===== config.mk =====
export PLATFORM = sky130hd
export DESIGN_NAME = dma_desc_scheduler
export DESIGN_NICKNAME = d
export VERILOG_FILES = /design/src/rtl/dma_desc_scheduler.sv
export SDC_FILE = /design/constraint.sdc
export NUM_CORES = 1
export LEC_CHECK = 0
export BUFFER_PORTS_ARGS = -buffer_cell sky130_fd_sc_hd__buf_4
export CAP_MARGIN = 20
export CORE_ASPECT_RATIO = 0.9
export CORE_MARGIN = 4
export CORE_UTILIZATION = 50
export DETAILED_ROUTE_END_ITERATION = 12
export MAX_ROUTING_LAYER = met4
export PLACE_DENSITY = 0.66
export RECOVER_POWER = 100
export SLEW_MARGIN = 20
export SYNTH_ARGS = -nofsm -noshare
export SYNTH_HDL_FRONTEND = slang
export SYNTH_SLANG_ARGS = --single-unit

===== constraint.sdc =====
create_clock -name clk -period 4.9 [get_ports clk]
set_clock_uncertainty 0.05 [all_clocks]
set_input_delay 0 -clock clk [delete_from_list [all_inputs] [get_ports clk]]
set_output_delay 0 -clock clk [all_outputs]
set_load 0.02 [all_outputs]

===== src/rtl/dma_desc_scheduler.sv =====
// DMA descriptor scheduler: queues {last,src,dst,len} descriptors and
// splits each one into bursts of at most MAX_BURST bytes. Only one burst is
// outstanding at a time. When a scatter list completes, or a burst fails,
// a level interrupt is raised.
// Optional feature: define DMA_SCHED_4K_SPLIT_EN to keep every burst inside
// a single 4 KB page on both the source and the destination side.
module dma_desc_scheduler #(
    parameter int FIFO_DEPTH = 4,
    parameter int MAX_BURST  = 64
) (
    input  logic        clk,
    input  logic        rstn,
    input  logic        desc_push_i,
    input  logic        desc_last_i,
    input  logic [31:0] desc_src_i,
    input  logic [31:0] desc_dst_i,
    input  logic [31:0] desc_len_i,
    output logic        fifo_full_o,
    output logic        brst_valid_o,
    input  logic        brst_ready_i,
    output logic [31:0] brst_src_o,
    output logic [31:0] brst_dst_o,
    output logic [6:0]  brst_bytes_o,
    input  logic        brst_done_i,
    input  logic        brst_err_i,
    output logic        busy_o,
    output logic        irq_o,
    output logic        irq_err_o,
    output logic [31:0] err_addr_o,
    input  logic        irq_clr_i
);
    localparam int PW = $clog2(FIFO_DEPTH);
    localparam int CW = PW + 1;

    typedef enum logic [2:0] {S_IDLE, S_LOAD, S_ISSUE, S_WAIT, S_ERR} state_t;

    typedef struct packed {
        logic        last;
        logic [31:0] src;
        logic [31:0] dst;
        logic [31:0] len;
    } desc_t;

    desc_t             fifo_mem [FIFO_DEPTH];
    desc_t             head;
    state_t            state_q, state_d;
    logic [PW-1:0]     wr_ptr_q, wr_ptr_d, rd_ptr_q, rd_ptr_d;
    logic [CW-1:0]     count_q, count_d;
    logic [31:0]       cur_src_q, cur_src_d, cur_dst_q, cur_dst_d;
    logic [31:0]       cur_rem_q, cur_rem_d;
    logic              cur_last_q, cur_last_d;
    logic [31:0]       burst_src_q, burst_src_d;
    logic              irq_q, irq_d, irq_err_q, irq_err_d;
    logic [31:0]       err_addr_q, err_addr_d;
    logic [31:0]       bytes_w;
    logic              push_ok, pop, flush, irq_set, err_set;

    assign head         = fifo_mem[rd_ptr_q];
    assign fifo_full_o  = (count_q == CW'(FIFO_DEPTH));
    // A failed burst empties the queue; the same-cycle push is discarded with it.
    assign flush        = (state_q == S_WAIT) && brst_done_i && brst_err_i;
    assign pop          = (state_q == S_LOAD);
    assign push_ok      = desc_push_i && !fifo_full_o && (state_q != S_ERR) && !flush;
    assign brst_valid_o = (state_q == S_ISSUE);
    assign brst_src_o   = cur_src_q;
    assign brst_dst_o   = cur_dst_q;
    assign brst_bytes_o = bytes_w[6:0];
    assign busy_o       = (state_q != S_IDLE) || (count_q != '0);
    assign irq_o        = irq_q;
    assign irq_err_o    = irq_err_q;
    assign err_addr_o   = err_addr_q;

    // Burst size: remaining bytes capped at MAX_BURST (and at page ends if enabled).
`ifdef DMA_SCHED_4K_SPLIT_EN
    logic [31:0] src_room, dst_room;
`endif
    always_comb begin
        bytes_w = (cur_rem_q < 32'(MAX_BURST)) ? cur_rem_q : 32'(MAX_BURST);
`ifdef DMA_SCHED_4K_SPLIT_EN
        src_room = 32'd4096 - {20'd0, cur_src_q[11:0]};
        dst_room = 32'd4096 - {20'd0, cur_dst_q[11:0]};
        if (src_room < bytes_w) bytes_w = src_room;
        if (dst_room < bytes_w) bytes_w = dst_room;
`endif
    end

    // Descriptor storage; contents need no reset because count_q gates reads.
    always_ff @(posedge clk) begin
        if (push_ok) fifo_mem[wr_ptr_q] <= '{desc_last_i, desc_src_i, desc_dst_i, desc_len_i};
    end

    // Queue pointer and occupancy update.
    always_comb begin
        wr_ptr_d = wr_ptr_q;
        rd_ptr_d = rd_ptr_q;
        count_d  = count_q;
        if (flush) begin
            rd_ptr_d = wr_ptr_q;
            count_d  = '0;
        end else begin
            if (push_ok) wr_ptr_d = wr_ptr_q + PW'(1);
            if (pop)     rd_ptr_d = rd_ptr_q + PW'(1);
            count_d = count_q + CW'(push_ok) - CW'(pop);
        end
    end

    // FSM next state, current-descriptor tracking and interrupt events.
    always_comb begin
        state_d     = state_q;
        cur_src_d   = cur_src_q;
        cur_dst_d   = cur_dst_q;
        cur_rem_d   = cur_rem_q;
        cur_last_d  = cur_last_q;
        burst_src_d = burst_src_q;
        err_addr_d  = err_addr_q;
        irq_set     = 1'b0;
        err_set     = 1'b0;
        case (state_q)
            S_IDLE: begin
                // A pending interrupt holds off the next descriptor.
                if (count_q != '0 && !irq_q) state_d = S_LOAD;
            end
            S_LOAD: begin
                cur_src_d  = head.src;
                cur_dst_d  = head.dst;
                cur_rem_d  = head.len;
                cur_last_d = head.last;
                if (head.len == '0) begin
                    irq_set = head.last;
                    state_d = S_IDLE;
                end else begin
                    state_d = S_ISSUE;
                end
            end
            S_ISSUE: begin
                if (brst_ready_i) begin
                    burst_src_d = cur_src_q;
                    cur_src_d   = cur_src_q + bytes_w;
                    cur_dst_d   = cur_dst_q + bytes_w;
                    cur_rem_d   = cur_rem_q - bytes_w;
                    state_d     = S_WAIT;
                end
            end
            S_WAIT: begin
                if (brst_done_i) begin
                    if (brst_err_i) begin
                        err_addr_d = burst_src_q;
                        err_set    = 1'b1;
                        state_d    = S_ERR;
                    end else if (cur_rem_q != '0) begin
                        state_d = S_ISSUE;
                    end else begin
                        irq_set = cur_last_q;
                        state_d = S_IDLE;
                    end
                end
            end
            S_ERR: begin
                if (irq_clr_i) state_d = S_IDLE;
            end
            default: state_d = S_IDLE;
        endcase

        // Acknowledge first so that a coinciding new event overrides it.
        irq_d     = irq_q;
        irq_err_d = irq_err_q;
        if (irq_clr_i) begin
            irq_d     = 1'b0;
            irq_err_d = 1'b0;
        end
        if (irq_set) begin
            irq_d     = 1'b1;
            irq_err_d = 1'b0;
        end
        if (err_set) begin
            irq_d     = 1'b1;
            irq_err_d = 1'b1;
        end
    end

    // State registers; reset abandons any burst in flight.
    always_ff @(posedge clk or negedge rstn) begin
        if (!rstn) begin
            state_q     <= S_IDLE;
            wr_ptr_q    <= '0;
            rd_ptr_q    <= '0;
            count_q     <= '0;
            cur_src_q   <= '0;
            cur_dst_q   <= '0;
            cur_rem_q   <= '0;
            cur_last_q  <= 1'b0;
            burst_src_q <= '0;
            irq_q       <= 1'b0;
            irq_err_q   <= 1'b0;
            err_addr_q  <= '0;
        end else begin
            state_q     <= state_d;
            wr_ptr_q    <= wr_ptr_d;
            rd_ptr_q    <= rd_ptr_d;
            count_q     <= count_d;
            cur_src_q   <= cur_src_d;
            cur_dst_q   <= cur_dst_d;
            cur_rem_q   <= cur_rem_d;
            cur_last_q  <= cur_last_d;
            burst_src_q <= burst_src_d;
            irq_q       <= irq_d;
            irq_err_q   <= irq_err_d;
            err_addr_q  <= err_addr_d;
        end
    end

endmodule


==> flow_summary.yaml <==
clock_tree:
  cts_root_buffer: "clkbuf_16"
  cts_buffers: 56
  htreeDepth: 2
  cts_tree: "done"
  path_clk_slew_ns: 0.07
  clk_latency_ns: 0.61
  clock_sinks: 561
  clockBufferDepth: 3
drt:
  vias: 16300
  postRouteAntennaNets: 0
  drt_pass1_iterations: 6
  drt-initial-drc-count: 1236
  avgRoutedWirePerCell_microns: 22.2
  viasPerCell: 5.72
  drc_errors: 0
  wirelength_microns: 63300
global_route:
  grt_max_degree: 103
  antenna_found_initial: 5
  grt-ovfl-total: 0
  grt_pass1_wl_microns: 97500
  grt_pass1_vias: 16300
  grt_use_total_pct: 24.4
cells_and_area:
  multi_input_area_sq_mm: 0.00862
  drive_above_1_share_pct: 12.7
  fillers: 3993
  seq_area_sq_mm: 0.0160
  areaGrowthSynthToFinish_pct: 18.6
  layout_common_cells: "388 x edfxtp_1, 222 x nand2_1, 215 x clkbuf_1"
  nets: 2342
  layout.cells.most_common: "edfxtp_1"
sta:
  fin_crit_ns: 4.59
  report.final.hold_viol_count: 0
  tns_ns: 0
  relSlewSlack_pct: -85.2
  slew_viol_final: 603
  rsz0062_at_grt: "no"
  tightestPinTransition_ns: 2.78
  fin_ws_ns: 0.310
  period_share_pct: 93.7
  setup_viol: 0
  max_freq_mhz: 218
flow_run:
  cap_violations: 10
logic_synthesis:
  synthArstFlopShare_pct: 30.8
  ys_seq_area_share_pct: 64.3
  syn_avg_cell_area_sq_um: 13.7
  syn_inst: 1810
  ys_types: 75
  netlist_area_sq_mm: 0.0249
  synth_seq_cells: 561
  synthFlopType: "edfxtp_1"
  synth_edf_count: 388
  ys_warn_count: 0
placed_design:
  place_congestion: 0.899
  dpl.hpwl_microns: 41900
  place_ws_ns: 0.365
  portBuffers: 211
power:
  clockPowerShare_pct: 22.4
  leakagePower_nw: 11.0
  peakVddDrop_uv: 612
  netSwitchingFraction_pct: 38.5
  comb_power_share_pct: 38.8
  seq_power_share_pct: 38.8
  power_switching_mw: 7.50
  p_int_mw: 12.0
  pwr_density_cell_mw_per_mm2: 661
worst_hold_path:
  hold_class: "in2reg"
floorplan:
  die_h_microns: 220
  coreArea_sq_mm: 0.0491
  rows: 77
  start_util_pct: 50.6
  dieArea_sq_mm: 0.0534
  die_w_microns: 243
  pin_count: 212
critical_path:
  worstPathArrival_ns: 5.09
  crit_path_end_kind: "register"
  worstSetupStartpointType: "register"
  path_class: "reg2reg"
  cp.required_ns: 5.40
  critical_path_peak_fanout: 8
status:
  violations: "max-capacitance violations, max-slew violations"
  status: "finished with violations"
-- flip-flops by register name, indices dropped and copies added (netlist names) --
| name | flops |
|---|---|
| fifo_mem | 388 |
| brst_dst_o | 32 |
| brst_src_o | 32 |
| burst_src_q | 32 |
| cur_rem_q | 32 |
| err_addr_o | 32 |
| count_q | 3 |
| state_q | 3 |
| rd_ptr_q | 2 |
| wr_ptr_q | 2 |
| cur_last_q | 1 |
| irq_err_o | 1 |
| irq_o | 1 |
-- critical path: stages, from the launching register on --
cell      delay, ns
dfrtp_1        0.42
or4_1          0.60
nor3b_4        0.29
and4_4         0.36
and2_0         0.23
ha_1           0.23
fa_1           0.22
a21oi_1        0.10
o22ai_1        0.21
o31ai_1        0.09
clkbuf_1       0.19
a211o_1        0.34
o21a_1         0.20
o31ai_1        0.39
nand3_1        0.12
nand2_1        0.09
xor2_1         0.17
o221a_2        0.21
-- cell families after synthesis --
logic type | count (synthesis) | synth area share, %
muxes | 132 | 10.4
AOI/OAI and AO/OA | 386 | 9.12
adders and majority gates | 68 | 3.51
DFF | 561 | 64.3
and+or+nand+nor | 504 | 9.19
other | 2 | 0.0302
buffers and inverters | 108 | 1.79
xor gates and xnor gates | 49 | 1.73
-- area by class of cell --
class	count	area share (%)
inverters	23	0.301
clock inverters	29	1.20
multi-input cells	1184	29.2
repair buffers	344	7.18
flip-flops and latches	561	54.2
clock buffers	76	5.14
well taps	632	2.68
diodes	5	0.0424
-- per-layer routing --
layer / GRT usage (%) / vias up / share of wire, %
met5: - / - / 0
met3: 4.88 / 92 / 6.6
li1: - / 7554 / -
met4: 5.96 / 0 / 2.0
met2: 37.2 / 520 / 46
met1: 34.4 / 8162 / 45
-- Yosys cell counts, types with 21 or more instances --
cell type / n / share of area, %
nor2_1: 127 / 1.9
ha_1: 65 / 3.3
o21ai_0: 109 / 2.2
edfxtp_1: 388 / 47
a21o_1: 23 / 0.69
inv_1: 21 / 0.32
xor2_1: 22 / 0.77
a21oi_1: 157 / 3.2
mux2_2: 33 / 1.5
clkbuf_1: 62 / 0.94
xnor2_1: 27 / 0.95
nand3_1: 28 / 0.56
mux4_2: 97 / 8.8
nand2_1: 223 / 3.4
dfrtp_1: 173 / 17
-- path summary, 6_finish.rpt --
path / end / depth (start not counted) / start / slack, ns
worst min register to register: burst_src_q[25] / 2 / burst_src_q[25] / 0.42
worst min-delay path: fifo_mem[2][15] / 2 / desc_len_i[15] / 0.13
worst max register to register: brst_dst_o[28] / 17 / cur_rem_q[12] / 0.31
min in group asynchronous: burst_src_q[0] / 2 / rstn / 0.72
worst max-delay path: brst_dst_o[28] / 17 / cur_rem_q[12] / 0.31
max in group asynchronous: rd_ptr_q[1] / 3 / rstn / 1.83
-- power by group through the flow --
stage | registers, mW | logic (mW) | clock network (mW)
6_report | 7.56 | 7.57 | 4.36
3_3_place_gp | 7.58 | 7.67 | 0
5_1_grt | 7.73 | 8.33 | 4.65
4_1_cts | 7.57 | 7.89 | 4.44
2_1_floorplan | 7.63 | 5.03 | 0
3_5_place_dp | 7.66 | 7.77 | 0
-- per-stage QoR --
step	cells	area, sq um	utilization, %	hold slack, ns	power [mW]
CTS	2849	30300	61.7	0.0392	19.9
global route	2854	29500	60.0	0.129	20.7
finish	2854	29500	60.0	0.129	19.5
floorplan	1853	25000	-	-0.346	12.7
detailed placement	2639	27400	55.7	0.133	15.4
global placement	2639	27400	55.7	0.126	15.2
-- repair_timing --
item,CTS,global route
setup endpoints to repair,0,1
setup buffers,0,0
hold endpoints to repair,497,0
hold buffers,105,0
gates resized for setup,0,1
(Power assumes the default switching activity.)
